## config.mk

```make
export PLATFORM = sky130hd
export DESIGN_NAME = piso_word_feeder
export DESIGN_NICKNAME = d
export VERILOG_FILES = /design/src/rtl/piso_word_feeder.sv
export SDC_FILE = /design/constraint.sdc
export NUM_CORES = 1
export LEC_CHECK = 0
export BUFFER_PORTS_ARGS = -buffer_cell sky130_fd_sc_hd__buf_2
export CAP_MARGIN = 40
export CORE_MARGIN = 2
export CORE_UTILIZATION = 35
export DETAILED_ROUTE_END_ITERATION = 8
export PLACE_DENSITY = 0.55
export SLEW_MARGIN = 20
export SYNTH_ARGS = -nofsm -noshare
export SYNTH_HDL_FRONTEND = slang
export SYNTH_SLANG_ARGS = --single-unit
```

## constraint.sdc

```tcl
create_clock -name clk -period 2 [get_ports clk]
set_input_delay 0 -clock clk [delete_from_list [all_inputs] [get_ports clk]]
set_output_delay 0 -clock clk [all_outputs]
set_load 0.05 [all_outputs]
```

## src/rtl/piso_word_feeder.sv

```systemverilog
// ============================================================================
//  Module      : piso_word_feeder
//  Description : Buffers band-energy words in a small FIFO and presents one
//                word every WIDTH clocks with a one-cycle load strobe for the
//                downstream PISO serializer. Marks frame starts, flags
//                underruns.
//                Optional build macro: PISO_FEEDER_REPEAT_EN (underrun slots
//                re-emit the last popped word instead of zero).
//  Revision    : 1.0 - initial release
// ============================================================================
`default_nettype none

module piso_word_feeder #(
  parameter int WIDTH = 12,
  parameter int DEPTH = 4,
  parameter int BANDS = 8
) (
  input  logic                     clk,
  input  logic                     rst_n,
  input  logic [WIDTH-1:0]         in_data,
  input  logic                     in_valid,
  output logic                     in_ready,
  input  logic                     enable,
  output logic [WIDTH-1:0]         parallel_out,
  output logic                     load,
  output logic                     frame_start,
  output logic                     underrun,
  output logic [$clog2(DEPTH):0]   fifo_level
);

  localparam int c_AW    = $clog2(DEPTH);
  localparam int c_CNT_W = (WIDTH > 1) ? $clog2(WIDTH) : 1;
  localparam int c_IDX_W = (BANDS > 1) ? $clog2(BANDS) : 1;
  localparam logic [c_AW:0]      c_FULL_LVL = (c_AW+1)'(DEPTH);
  localparam logic [c_CNT_W-1:0] c_SLOT_END = c_CNT_W'(WIDTH - 1);
  localparam logic [c_IDX_W-1:0] c_IDX_END  = c_IDX_W'(BANDS - 1);

  typedef enum logic [0:0] {
    S_IDLE = 1'b0,
    S_RUN  = 1'b1
  } state_t;

  state_t               r_state;
  state_t               w_state_nxt;
  logic [c_CNT_W-1:0]   r_slot_cnt;
  logic [c_CNT_W-1:0]   w_slot_cnt_nxt;
  logic [c_IDX_W-1:0]   r_word_idx;
  logic                 w_issue;
  logic                 w_idx_clr;

  logic [WIDTH-1:0]     r_mem [DEPTH];
  logic [c_AW:0]        r_wr_ptr;
  logic [c_AW:0]        r_rd_ptr;
  logic                 w_empty;
  logic                 w_push;
  logic                 w_pop;
  logic [WIDTH-1:0]     w_head;
  logic [WIDTH-1:0]     w_fill;

  // FIFO status derived purely from the pointer difference
  assign fifo_level = r_wr_ptr - r_rd_ptr;
  assign in_ready   = (fifo_level != c_FULL_LVL);
  assign w_empty    = (fifo_level == '0);
  assign w_push     = in_valid && in_ready;
  assign w_pop      = w_issue && !w_empty;
  assign w_head     = r_mem[r_rd_ptr[c_AW-1:0]];

  // FIFO storage; contents need no reset since the pointers define validity
  always_ff @(posedge clk) begin
    if (w_push) begin
      r_mem[r_wr_ptr[c_AW-1:0]] <= in_data;
    end
  end

  // FIFO pointers, wrapping naturally through the extra MSB
  always_ff @(posedge clk or negedge rst_n) begin
    if (!rst_n) begin
      r_wr_ptr <= '0;
      r_rd_ptr <= '0;
    end else begin
      if (w_push) r_wr_ptr <= r_wr_ptr + 1'b1;
      if (w_pop)  r_rd_ptr <= r_rd_ptr + 1'b1;
    end
  end

`ifdef PISO_FEEDER_REPEAT_EN
  logic [WIDTH-1:0] r_last;

  // Remember the last word actually popped so an underrun slot can repeat it
  always_ff @(posedge clk or negedge rst_n) begin
    if (!rst_n) begin
      r_last <= '0;
    end else if (w_pop) begin
      r_last <= w_head;
    end
  end

  assign w_fill = r_last;
`else
  assign w_fill = '0;
`endif

  // Sequencer state, slot counter and frame word index
  always_ff @(posedge clk or negedge rst_n) begin
    if (!rst_n) begin
      r_state    <= S_IDLE;
      r_slot_cnt <= '0;
      r_word_idx <= '0;
    end else begin
      r_state    <= w_state_nxt;
      r_slot_cnt <= w_slot_cnt_nxt;
      if (w_issue) begin
        r_word_idx <= (r_word_idx == c_IDX_END) ? '0 : r_word_idx + 1'b1;
      end else if (w_idx_clr) begin
        r_word_idx <= '0;
      end
    end
  end

  // Slot timing: a slot is issued on entry to RUN and on every counter wrap;
  // enable is only consulted at slot boundaries
  always_comb begin
    w_state_nxt    = r_state;
    w_slot_cnt_nxt = r_slot_cnt;
    w_issue        = 1'b0;
    w_idx_clr      = 1'b0;
    case (r_state)
      S_IDLE: begin
        w_slot_cnt_nxt = '0;
        if (enable) begin
          w_state_nxt = S_RUN;
          w_issue     = 1'b1;
        end
      end
      S_RUN: begin
        if (r_slot_cnt == c_SLOT_END) begin
          w_slot_cnt_nxt = '0;
          if (enable) begin
            w_issue = 1'b1;
          end else begin
            w_state_nxt = S_IDLE;
            w_idx_clr   = 1'b1;
          end
        end else begin
          w_slot_cnt_nxt = r_slot_cnt + 1'b1;
        end
      end
      default: begin
        w_state_nxt    = S_IDLE;
        w_slot_cnt_nxt = '0;
      end
    endcase
  end

  // Registered PISO-facing outputs; parallel_out holds between slots
  always_ff @(posedge clk or negedge rst_n) begin
    if (!rst_n) begin
      load         <= 1'b0;
      frame_start  <= 1'b0;
      parallel_out <= '0;
      underrun     <= 1'b0;
    end else begin
      load        <= w_issue;
      frame_start <= w_issue && (r_word_idx == '0);
      if (w_issue) begin
        parallel_out <= w_empty ? w_fill : w_head;
        if (w_empty) underrun <= 1'b1;
      end
    end
  end

endmodule

`default_nettype wire

```

==> run summary <==
Crit Path Category = reg2reg
Multi-input gate area = 860 um^2
Synth cell types = 27
TNS Setup = 0 ns
core area = 8640 um^2
sequential share of the synthesized area = 70.5%
Yosys reg bits = 77
H-tree depth = 3
fillers = 783
outcome = finished clean
Via density = 4.47
die area = 9540 um^2
all-layer global routing usage = 12.0%
Syn Inst Count = 184
number of antenna diodes = 0
f_max = 511 MHz
mapped cell area = 3070 um^2
first-pass GRT wire length = 8580 um
Worst-path clk slew = 0.08 ns
share of cells above drive strength 1 = 34.0%
Final Hold Vio Count = 0
Worst Tran Pin Value = 0.645 ns
Placer Congestion = 0.704
drc violations = 0
GRT Residual Overflow = 0
drt total wl = 5280 um
Critical Path AT = 2.19 ns
Final period util = 97.8%
Final #Nets = 276
FP Rows = 34
post-DP HPWL = 3550 um
Port Buf Inserts = 34
Worst Setup End Kind = flop
Clock Sinks = 77
clk_lat worst skew = 0.35 ns
Final setup viols = 0
leakage power = 1.61 nW
CTS tree = built
DR vias = 1615
Worst Skew = 0.00639 ns
1st-pass router iterations = 4
Syn. warnings = 0
CTS max path bufs = 2
vias in the first global route = 1663
P&R area growth vs syn = 25.3%
Post-DRT Antenna Nets = 0
area occupied by registers = 2170 um^2
Pwr Total = 6.58 mW
top fanout value on the critical path = 4
Req. time, crit path = 2.23 ns
Initial Utilization = 35.6%
Worst Hold Class = in2async
relative slew slack = 57.0%
Wirelength per Cell = 14.6 um
clk root buf = clkbuf_8
syn nets = 212
largest net degree at the start of global routing = 30
Num CTS Buffers = 9
Slew Limit Fails = 0
Max-Cap Viols = 0
Horiz. Die Dim = 97.7 um
initial drt markers = 46
Worst Setup Start Kind = flop
Peak supply drop = 0.000553 V
min cycle time layout = 1.96 ns
unrepaired setup endpoints after global routing = yes
PwrDens = 1710 nW/um^2
io pins = 35
Avg Inst Size Synth = 16.7 um^2
antenna violations before repair = 0
Die Y = 97.7 um
## worst max-delay path, cell delays in order, from the launching register on
cell and delay (ns):
dfrtp_2 0.43, ha_4 0.16, fa_2 0.33, xor3_2 0.28, or2_4 0.28, nand2_4 0.08, mux2_4 0.29
## layout by cell type, fill, tap and decap left out, types with 3 or more instances in the layout
master / netlist / routed
xnor2_1: 4 / 4
clkbuf_8: 0 / 9
nor2_1: 4 / 4
o21ai_0: 12 / 3
and3_4: 0 / 4
o21ai_1: 0 / 9
inv_1: 19 / 18
buf_4: 1 / 7
buf_2: 0 / 34
edfxtp_1: 48 / 48
mux4_2: 12 / 12
dfrtp_1: 29 / 28
nand2_1: 16 / 15
nand3_1: 4 / 3
ha_1: 11 / 10
dlygate4sd3_1: 0 / 15
## cells in the mapped netlist, drive strengths merged
library cell,n,share of area (%)
a21bo,1,0.33
a22o,2,0.57
and2,1,0.20
and3,4,0.98
buf,2,0.61
clkbuf,2,0.24
dfrtp,29,24
edfxtp,48,47
fa,1,0.65
ha,11,4.5
inv,19,2.3
mux2,3,1.1
mux4,12,8.8
nand2,17,2.3
nand2b,1,0.20
nand3,4,0.65
nand3b,1,0.24
nor2,4,0.49
nor3b,1,0.24
o21ai,12,2.0
o21bai,1,0.24
or2,1,0.29
xnor2,4,1.1
xor2,2,0.57
xor3,1,0.81
## power breakdown
group | internal [mW] | total, mW | switching, mW
clock | 0.724 | 1.34 | 0.613
sequential | 2.21 | 2.42 | 0.213
combinational | 1.05 | 2.82 | 1.78
total | 3.98 | 6.58 | 2.60
## registers in the layout (all words and copies together), names as in the netlist
register,count
r_wr_ptr,3
r_state,1
frame_start,1
r_slot_cnt,4
underrun,1
r_mem,48
r_word_idx,3
parallel_out,12
r_rd_ptr,3
load,1
## cell type report
class | count | share of cell area, %
clock buffers | 9 | 3.22
clock inverters | 7 | 2.76
inverters | 19 | 1.85
multi-input cells | 84 | 22.3
flip-flops and latches | 77 | 56.3
well taps | 108 | 3.51
repair buffers | 57 | 9.98
## per-stage QoR
| stage | utilization [%] | worst slack, ns | instance area [um^2] | instances | hold WS [ns] |
|---|---|---|---|---|---|
| final | 44.6 | 0.0446 | 3850 | 361 | 0.211 |
| after global routing | 44.6 | -0.0262 | 3850 | 361 | 0.269 |
| after CTS | 44.4 | 0.0128 | 3840 | 360 | 0.227 |
| after detailed placement | 40.0 | 0.0287 | 3460 | 329 | 0.0738 |
| after global placement | 40.0 | 0.0752 | 3460 | 329 | 0.0756 |
| after floorplan | - | -0.224 | 3130 | 184 | -0.296 |
## logic make-up after synthesis
| logic type | count (synthesis) | synth area share (%) |
|---|---|---|
| simple gates | 34 | 5.62 |
| fa+ha+maj | 12 | 5.13 |
| mux | 15 | 9.90 |
| compound gates | 16 | 3.10 |
| xor+xnor | 7 | 2.53 |
| buf+inv | 23 | 3.18 |
| flops | 77 | 70.5 |
## path summary, 6_finish.rpt
path	start	end	slack [ns]	cells past startpoint
min in group clk	in_data[4]	r_mem[3][4]$_DFFE_PP_	0.39	2
max in group asynchronous	rst_n	r_rd_ptr[0]$_DFFE_PN0P_	1.34	2
max reg2reg	r_rd_ptr[0]$_DFFE_PN0P_	r_rd_ptr[1]$_DFFE_PN0P_	0.04	6
max	r_rd_ptr[0]$_DFFE_PN0P_	r_rd_ptr[1]$_DFFE_PN0P_	0.04	6
min	rst_n	r_rd_ptr[2]$_DFFE_PN0P_	0.21	2
min reg2reg	r_slot_cnt[0]$_DFF_PN0_	r_slot_cnt[0]$_DFF_PN0_	0.46	1
## repair_timing
item | in CTS | in global routing
hold buffers | 15 | 0
endpoints found under the setup margin | 0 | 55
buffers inserted | 0 | 1
endpoints found under the hold margin | 79 | 0
resized for setup | 0 | 1
## per-layer routing
metal  vias to the layer above  part of all wire [%]  global-route usage [%]
met5                         -                     0                       0
met4                         0                   2.1                    5.77
met3                         9                   3.9                    3.24
met2                        34                    46                    18.6
met1                       782                    48                    15.8
li1                        790                     -                       -
No activity file was read; power rests on OpenSTA's default activity.
